<file path="src/rtl/sdr_cmd_monitor_if.sv">
// SDRAM controller pin bundle observed by the command monitor.
interface sdr_cmd_monitor_if;
  logic       sdr_cs_n;
  logic       sdr_ras_n;
  logic       sdr_cas_n;
  logic       sdr_we_n;
  logic [1:0] sdr_ba;
  logic       sdr_a10;

  modport master (output sdr_cs_n, sdr_ras_n, sdr_cas_n, sdr_we_n, sdr_ba, sdr_a10);
  modport slave  (input  sdr_cs_n, sdr_ras_n, sdr_cas_n, sdr_we_n, sdr_ba, sdr_a10);
endinterface

</file>
<file path="src/rtl/sdr_cmd_monitor.sv">
// Passive SDRAM command monitor: decodes pins, tracks bank state and ACT/PRE/REF
// spacing, raises sticky protocol errors and keeps saturating command counters.
module sdr_cmd_monitor #(
  parameter int TRCD_CYC = 3,
  parameter int TRP_CYC  = 3,
  parameter int TRFC_CYC = 7,
  parameter int CNT_W    = 16
) (
  input  logic             sdram_clk,
  input  logic             sdram_resetn,
  sdr_cmd_monitor_if.slave sdr,
  output logic             cmd_valid,
  output logic [2:0]       cmd_code,
  output logic [1:0]       cmd_bank,
  output logic [3:0]       bank_open,
  output logic             err_trcd,
  output logic             err_trp,
  output logic             err_trfc,
  output logic             err_state,
  output logic             err_any,
  output logic [CNT_W-1:0] act_cnt,
  output logic [CNT_W-1:0] rd_cnt,
  output logic [CNT_W-1:0] wr_cnt,
  output logic [CNT_W-1:0] ref_cnt
);

  localparam int TMAX = (TRCD_CYC > TRP_CYC) ?
                        ((TRCD_CYC > TRFC_CYC) ? TRCD_CYC : TRFC_CYC) :
                        ((TRP_CYC  > TRFC_CYC) ? TRP_CYC  : TRFC_CYC);
  localparam int TW = (TMAX < 2) ? 1 : $clog2(TMAX + 1);

  localparam logic [TW-1:0] TRCD_LD = TW'(TRCD_CYC - 1);
  localparam logic [TW-1:0] TRP_LD  = TW'(TRP_CYC - 1);
  localparam logic [TW-1:0] TRFC_LD = TW'(TRFC_CYC - 1);

  // Timers count the cycles still missing until the command is legal; zero = satisfied.
  logic [TW-1:0] act_rem [4];
  logic [TW-1:0] pre_rem [4];
  logic [TW-1:0] ref_rem;

  logic [2:0] pins;
  logic       is_nop, is_act, is_rd, is_wr, is_pre, is_ref;
  logic       v_trcd, v_trp, v_trfc, v_state;

  assign pins = {sdr.sdr_ras_n, sdr.sdr_cas_n, sdr.sdr_we_n};

  always_comb begin
    is_nop  = sdr.sdr_cs_n || (pins == 3'b111);
    is_act  = !sdr.sdr_cs_n && (pins == 3'b011);
    is_rd   = !sdr.sdr_cs_n && (pins == 3'b101);
    is_wr   = !sdr.sdr_cs_n && (pins == 3'b100);
    is_pre  = !sdr.sdr_cs_n && (pins == 3'b010);
    is_ref  = !sdr.sdr_cs_n && (pins == 3'b001);
    v_trcd  = (is_rd || is_wr) && (act_rem[sdr.sdr_ba] != '0);
    v_trp   = is_act && (pre_rem[sdr.sdr_ba] != '0);
    v_trfc  = !is_nop && (ref_rem != '0);
    v_state = ((is_rd || is_wr) && !bank_open[sdr.sdr_ba]) ||
              (is_act && bank_open[sdr.sdr_ba]) ||
              (is_ref && (bank_open != 4'b0000));
  end

  always_ff @(posedge sdram_clk) begin
    if (!sdram_resetn) begin
      cmd_valid <= 1'b0;
      cmd_code  <= 3'b111;
      cmd_bank  <= 2'd0;
      bank_open <= 4'b0000;
      err_trcd  <= 1'b0;
      err_trp   <= 1'b0;
      err_trfc  <= 1'b0;
      err_state <= 1'b0;
      act_cnt   <= '0;
      rd_cnt    <= '0;
      wr_cnt    <= '0;
      ref_cnt   <= '0;
      ref_rem   <= '0;
      for (int b = 0; b < 4; b++) begin
        act_rem[b] <= '0;
        pre_rem[b] <= '0;
      end
    end else begin
      cmd_valid <= !is_nop;
      cmd_code  <= is_nop ? 3'b111 : pins;
      cmd_bank  <= is_nop ? 2'd0 : sdr.sdr_ba;
      err_trcd  <= err_trcd  | v_trcd;
      err_trp   <= err_trp   | v_trp;
      err_trfc  <= err_trfc  | v_trfc;
      err_state <= err_state | v_state;

      for (int b = 0; b < 4; b++) begin
        if (is_act && (sdr.sdr_ba == 2'(b))) begin
          act_rem[b]   <= TRCD_LD;
          bank_open[b] <= 1'b1;
        end else begin
          act_rem[b] <= (act_rem[b] != '0) ? act_rem[b] - 1'b1 : '0;
        end
        if (is_pre && (sdr.sdr_a10 || (sdr.sdr_ba == 2'(b)))) begin
          pre_rem[b]   <= TRP_LD;
          bank_open[b] <= 1'b0;
        end else begin
          pre_rem[b] <= (pre_rem[b] != '0) ? pre_rem[b] - 1'b1 : '0;
        end
      end

      if (is_ref) ref_rem <= TRFC_LD;
      else        ref_rem <= (ref_rem != '0) ? ref_rem - 1'b1 : '0;

      if (is_act && (act_cnt != '1)) act_cnt <= act_cnt + 1'b1;
      if (is_rd  && (rd_cnt  != '1)) rd_cnt  <= rd_cnt  + 1'b1;
      if (is_wr  && (wr_cnt  != '1)) wr_cnt  <= wr_cnt  + 1'b1;
      if (is_ref && (ref_cnt != '1)) ref_cnt <= ref_cnt + 1'b1;
    end
  end

  assign err_any = err_trcd | err_trp | err_trfc | err_state;

endmodule

</file>
<file path="src/flat_wrapper.sv">
// flat-port wrapper written by rule: the top's interface ports become plain ports
module sdr_cmd_monitor_flat 
#(
  parameter int TRCD_CYC = 3,
  parameter int TRP_CYC  = 3,
  parameter int TRFC_CYC = 7,
  parameter int CNT_W    = 16
)
  (sdram_clk, sdram_resetn, cmd_valid, cmd_code, cmd_bank, bank_open, err_trcd, err_trp, err_trfc, err_state, err_any, act_cnt, rd_cnt, wr_cnt, ref_cnt, sdr_sdr_cs_n, sdr_sdr_ras_n, sdr_sdr_cas_n, sdr_sdr_we_n, sdr_sdr_ba, sdr_sdr_a10);
  sdr_cmd_monitor_if sdr_i ();
  input  logic sdram_clk;
  input  logic sdram_resetn;
  output logic cmd_valid;
  output logic [2:0] cmd_code;
  output logic [1:0] cmd_bank;
  output logic [3:0] bank_open;
  output logic err_trcd;
  output logic err_trp;
  output logic err_trfc;
  output logic err_state;
  output logic err_any;
  output logic [CNT_W-1:0] act_cnt;
  output logic [CNT_W-1:0] rd_cnt;
  output logic [CNT_W-1:0] wr_cnt;
  output logic [CNT_W-1:0] ref_cnt;
  input wire logic [$bits(sdr_i.sdr_cs_n)-1:0] sdr_sdr_cs_n;
  input wire logic [$bits(sdr_i.sdr_ras_n)-1:0] sdr_sdr_ras_n;
  input wire logic [$bits(sdr_i.sdr_cas_n)-1:0] sdr_sdr_cas_n;
  input wire logic [$bits(sdr_i.sdr_we_n)-1:0] sdr_sdr_we_n;
  input wire logic [$bits(sdr_i.sdr_ba)-1:0] sdr_sdr_ba;
  input wire logic [$bits(sdr_i.sdr_a10)-1:0] sdr_sdr_a10;
  assign sdr_i.sdr_cs_n = sdr_sdr_cs_n;
  assign sdr_i.sdr_ras_n = sdr_sdr_ras_n;
  assign sdr_i.sdr_cas_n = sdr_sdr_cas_n;
  assign sdr_i.sdr_we_n = sdr_sdr_we_n;
  assign sdr_i.sdr_ba = sdr_sdr_ba;
  assign sdr_i.sdr_a10 = sdr_sdr_a10;
  sdr_cmd_monitor #(.TRCD_CYC(TRCD_CYC), .TRP_CYC(TRP_CYC), .TRFC_CYC(TRFC_CYC), .CNT_W(CNT_W)) u_core (.sdram_clk(sdram_clk), .sdram_resetn(sdram_resetn), .sdr(sdr_i), .cmd_valid(cmd_valid), .cmd_code(cmd_code), .cmd_bank(cmd_bank), .bank_open(bank_open), .err_trcd(err_trcd), .err_trp(err_trp), .err_trfc(err_trfc), .err_state(err_state), .err_any(err_any), .act_cnt(act_cnt), .rd_cnt(rd_cnt), .wr_cnt(wr_cnt), .ref_cnt(ref_cnt));
endmodule
</file>
<file path="config.mk">
export PLATFORM = sky130hd
export DESIGN_NAME = sdr_cmd_monitor_flat
export DESIGN_NICKNAME = d
export VERILOG_FILES = /design/src/rtl/sdr_cmd_monitor_if.sv /design/src/rtl/sdr_cmd_monitor.sv /design/src/flat_wrapper.sv
export SDC_FILE = /design/constraint.sdc
export NUM_CORES = 1
export LEC_CHECK = 0
export CAP_MARGIN = 10
export CORE_MARGIN = 5
export CORE_UTILIZATION = 53
export DETAILED_ROUTE_END_ITERATION = 8
export PLACE_DENSITY = 0.78
export SLEW_MARGIN = 20
export SYNTH_ARGS = -nofsm -noshare
export SYNTH_HDL_FRONTEND = slang
export SYNTH_SLANG_ARGS = --single-unit
</file>
<file path="constraint.sdc">
create_clock -name sdram_clk -period 2.6 [get_ports sdram_clk]
set_input_delay 0.52 -clock sdram_clk [delete_from_list [all_inputs] [get_ports sdram_clk]]
set_output_delay 0.52 -clock sdram_clk [all_outputs]
set_load 0.02 [all_outputs]
</file>
==> out/qor.csv <==
stage,metric,value,unit
worst_setup_path,crit_path_frequent_cell,buf_4,
detailed_routing,wire_per_inst,15.4,um
global_routing,gr-total-overflow,0,
clock_tree,clock_latency,360,ps
clock_tree,cts_buffer_depth,2,
synth,ys_types,47,
synth,synth-compound-area-share,16.2,%
pwr,p_comb_share,7.8,%
global_routing,grt_antenna_before_repair,0,
floorplanning,die_x,109,um
synth,synth_top_area_share,31.2,%
detailed_routing,vias,4938,
sta,timing.final.crit_share,95.5,%
worst_setup_path,crit_slowest_cell,or4b_4,
min_path,min_path_type,reg -> reg,
global_routing,grt_usage,22.6,%
clock_tree,cts_resized,0,
worst_setup_path,crit_cells,7,
worst_setup_path,path_class,in -> reg,
synth,synth_xor_area_share,0,%
synth,synth_simple_gate_area_share,28.2,%
pwr,power,3020,uW
global_routing,grt_pass1_wl,21800,um
pwr,p_clk_share,34.3,%
clock_tree,cts.sinks,105,
sta,rsz0062_at_grt,false,
sta,tns,0,ps
sta,fin_skew,15.8,ps
worst_setup_path,critPathMaxStageDelay,500,ps
cells_and_area,fin_cells,849,
floorplanning,rows,36,
synth,ys_seq_elements,105,
clock_tree,cts_hold_buf,0,
floorplanning,io_pins,88,
sta,maxSlewViolCount,0,
sta,relSlewSlack,58.5,%
synth,synth-edff-count,24,
sta,max_slew.worst_pin.slew,618,ps
job,cap_violations,0,
worst_setup_path,critPathArrivalTime,2780,ps
cells_and_area,area_delta_synth_final,28.5,%
pwr,internal_power,2280,uW
place,gp_congestion,0.881,
sta,finalSetupViolations,0,
pwr,seqPwrFrac,57.9,%
clock_tree,clk_pin_slew,100,ps
detailed_routing,drtPass1Iterations,5,
pwr,power.density,453,mW/mm^2
cells_and_area,nets,734,
clock_tree,cts_inserted_buffers,9,
sta,fmax,0.403,GHz
min_path,hold-path-cell-count,1,
synth,synthAdderAreaFrac,3.38,%
floorplanning,die_h,109,um
synth,synth_flop_cell,dfxtp_1,
place,dp_cells,833,
sta,fin_ws,116,ps
synth,synth_seq_area_share,45.1,%
global_routing,grt_pass1_vias,4618,
sta,final_hold_viol_count,0,
synth,yosys_warnings,0,
detailed_routing,drt_iter0_markers,311,
synth,synth_top_area_cell,dfxtp_1,
detailed_routing,ant_nets,0,
place,port_buffers,87,
status,outcome,"finished, final reports clean",
pwr,p_leak,0.00226,uW
detailed_routing,wirelength,13000,um
global_routing,grt_max_degree,61,
synth,synthArstFlopShare,0,%
synth,synth_area_leaders,"dfxtp_1 (31%), edfxtp_1 (14%), nand2_1 (4.8%)",
synth,synthesis.area,0.00519,sq mm
floorplanning,die-area,0.0119,sq mm
worst_setup_path,worstSetupEndpointType,flop,
pwr,sw_frac_of_total,24.6,%
place,pre_cts_slack,-249,ps
worst_setup_path,critPathBufInv,3,
pwr,vdd_drop_max,0.000342,V
cells_and_area,drive_above_1_share,8.38,%
synth,synthCells,583,
worst_setup_path,start_kind,primary input,
worst_setup_path,critPathMaxFanout,5,
floorplanning,start_util,53.8,%
cells_and_area,nFillCells,775,
synth,muxShareOfSynthArea,3.33,%
clock_tree,htreeDepth,3,
detailed_routing,vias_per_cell,5.82,
place,dp_hpwl,9600,um
cells_and_area,final_cell_mix,"clkdlybuf4s50_1 (86), dfxtp_1 (81), nand2_1 (67)",
synth,synth_top_family_by_area,simple AND/OR/NAND/NOR gates,
floorplanning,fp.coreArea,0.00964,sq mm
cells_and_area,final_common_cell,clkdlybuf4s50_1,
detailed_routing,drc_errors,0,
synth,syn_area_per_cell,8.90,sq um
worst_setup_path,worst_r2r_path_depth,5,
place,placed_area,0.00647,sq mm
clock_tree,cts_tree,done,
clock_tree,cts_setup_buffers,0,
clock_tree,ctsRootBufferMaster,clkbuf_8,
worst_setup_path,required,2890,ps
cells_and_area,antenna_cells,0,
cells_and_area,final_area,0.00667,sq mm
worst_setup_path,cp_top_family,simple AND/OR/NAND/NOR gates,
worst_setup_path,path_cells,clkdlybuf4s50_1 -> buf_4 -> or4b_4 -> buf_4 -> or4_1 -> or3_1 -> a21oi_1,
pwr,switchingPower,744,uW
sta,fin_crit,2480,ps
[state kept, by name (all words and copies together) (netlist names)]
name and flops:
u_core.ref_cnt 16, u_core.err_trp 1, u_core.err_trfc 1, u_core.cmd_valid 1, u_core.cmd_bank 2, u_core.act_cnt 16
u_core.act_rem 12, u_core.pre_rem 12, u_core.cmd_code 3, u_core.ref_rem 3, u_core.err_state 1, u_core.rd_cnt 16
u_core.wr_cnt 16, u_core.err_trcd 1, u_core.bank_open 4
[synthesized netlist by cell type (all sizes together), types with 3 or more instances]
library cell and instances:
buf 6, or3 20, o21a 5, or2 5
a41oi 3, nand2b 13, nand3b 11, dfxtp 81
nand3 19, or4 25, clkbuf 21, nor4 18
nor2 37, o21ai 28, nor3 7, nor4b 5
a21oi 45, and2 4, and3 5, inv 20
and4 3, o31ai 28, ha 14, o31a 5
edfxtp 24, mux2i 15, nand2 67, a31oi 10
nand4 18
[logic make-up after synthesis]
kind of cell               after synthesis
DFF                                    105
and+or+nand+nor                        265
adders and majority gates               14
other                                    1
buffers and inverters                   47
AOI/OAI and AO/OA                      135
muxes                                   16
[metrics by stage]
stage               hold slack, ps  util [%]
finish                         457      69.2
detailed placement             450      67.1
global placement               429      67.1
floorplan                      422         -
CTS                            464      69.2
global route                   499      69.2
[worst register-to-register path, stage by stage, from the launching register on]
cell and delay, ps:
dfxtp_1 450, nand4_1 320, nor4_2 600, buf_4 310, nor4_1 100, mux2i_1 210
[layer usage]
layer	wire (um)	vias up	GRT usage, %
li1	-	2435	-
met5	0	-	0
met1	5580	2332	29.3
met4	146	0	6.22
met3	758	18	3.85
met2	6560	153	38.8
[path summary, 6_finish.rpt]
check / start / end / slack (ps)
setup / recovery: sdr_sdr_we_n / u_core.wr_cnt[12]$_SDFFE_PN0P_ / 120
hold reg to reg: u_core.ref_rem[0]$_SDFF_PP0_ / u_core.ref_rem[0]$_SDFF_PP0_ / 460
hold / removal: u_core.ref_rem[0]$_SDFF_PP0_ / u_core.ref_rem[0]$_SDFF_PP0_ / 460
setup reg to reg: u_core.rd_cnt[2]$_SDFFE_PN0P_ / u_core.rd_cnt[8]$_SDFFE_PN0P_ / 530
[power groups by stage]
stage          logic (uW)  clock network (uW)  registers, uW
6_report              235                1040           1750
5_1_grt               264                1140           1760
4_1_cts               236                1060           1750
3_5_place_dp          235                   0           1790
3_3_place_gp          222                   0           1780
2_1_floorplan         131                   0           1790
[cell type report]
| cell class | instances | area [sq um] | share of cell area (%) |
|---|---|---|---|
| Clock buffer | 10 | 128 | 1.91 |
| Clock inverter | 6 | 73.8 | 1.11 |
| Inverter | 20 | 75.1 | 1.13 |
| Multi-Input combinational cell | 454 | 2750 | 41.2 |
| Sequential cell | 105 | 2340 | 35.1 |
| Tap cell | 133 | 166 | 2.50 |
| Timing Repair Buffer | 121 | 1130 | 17.0 |
No activity file was read; power rests on OpenSTA's default activity.
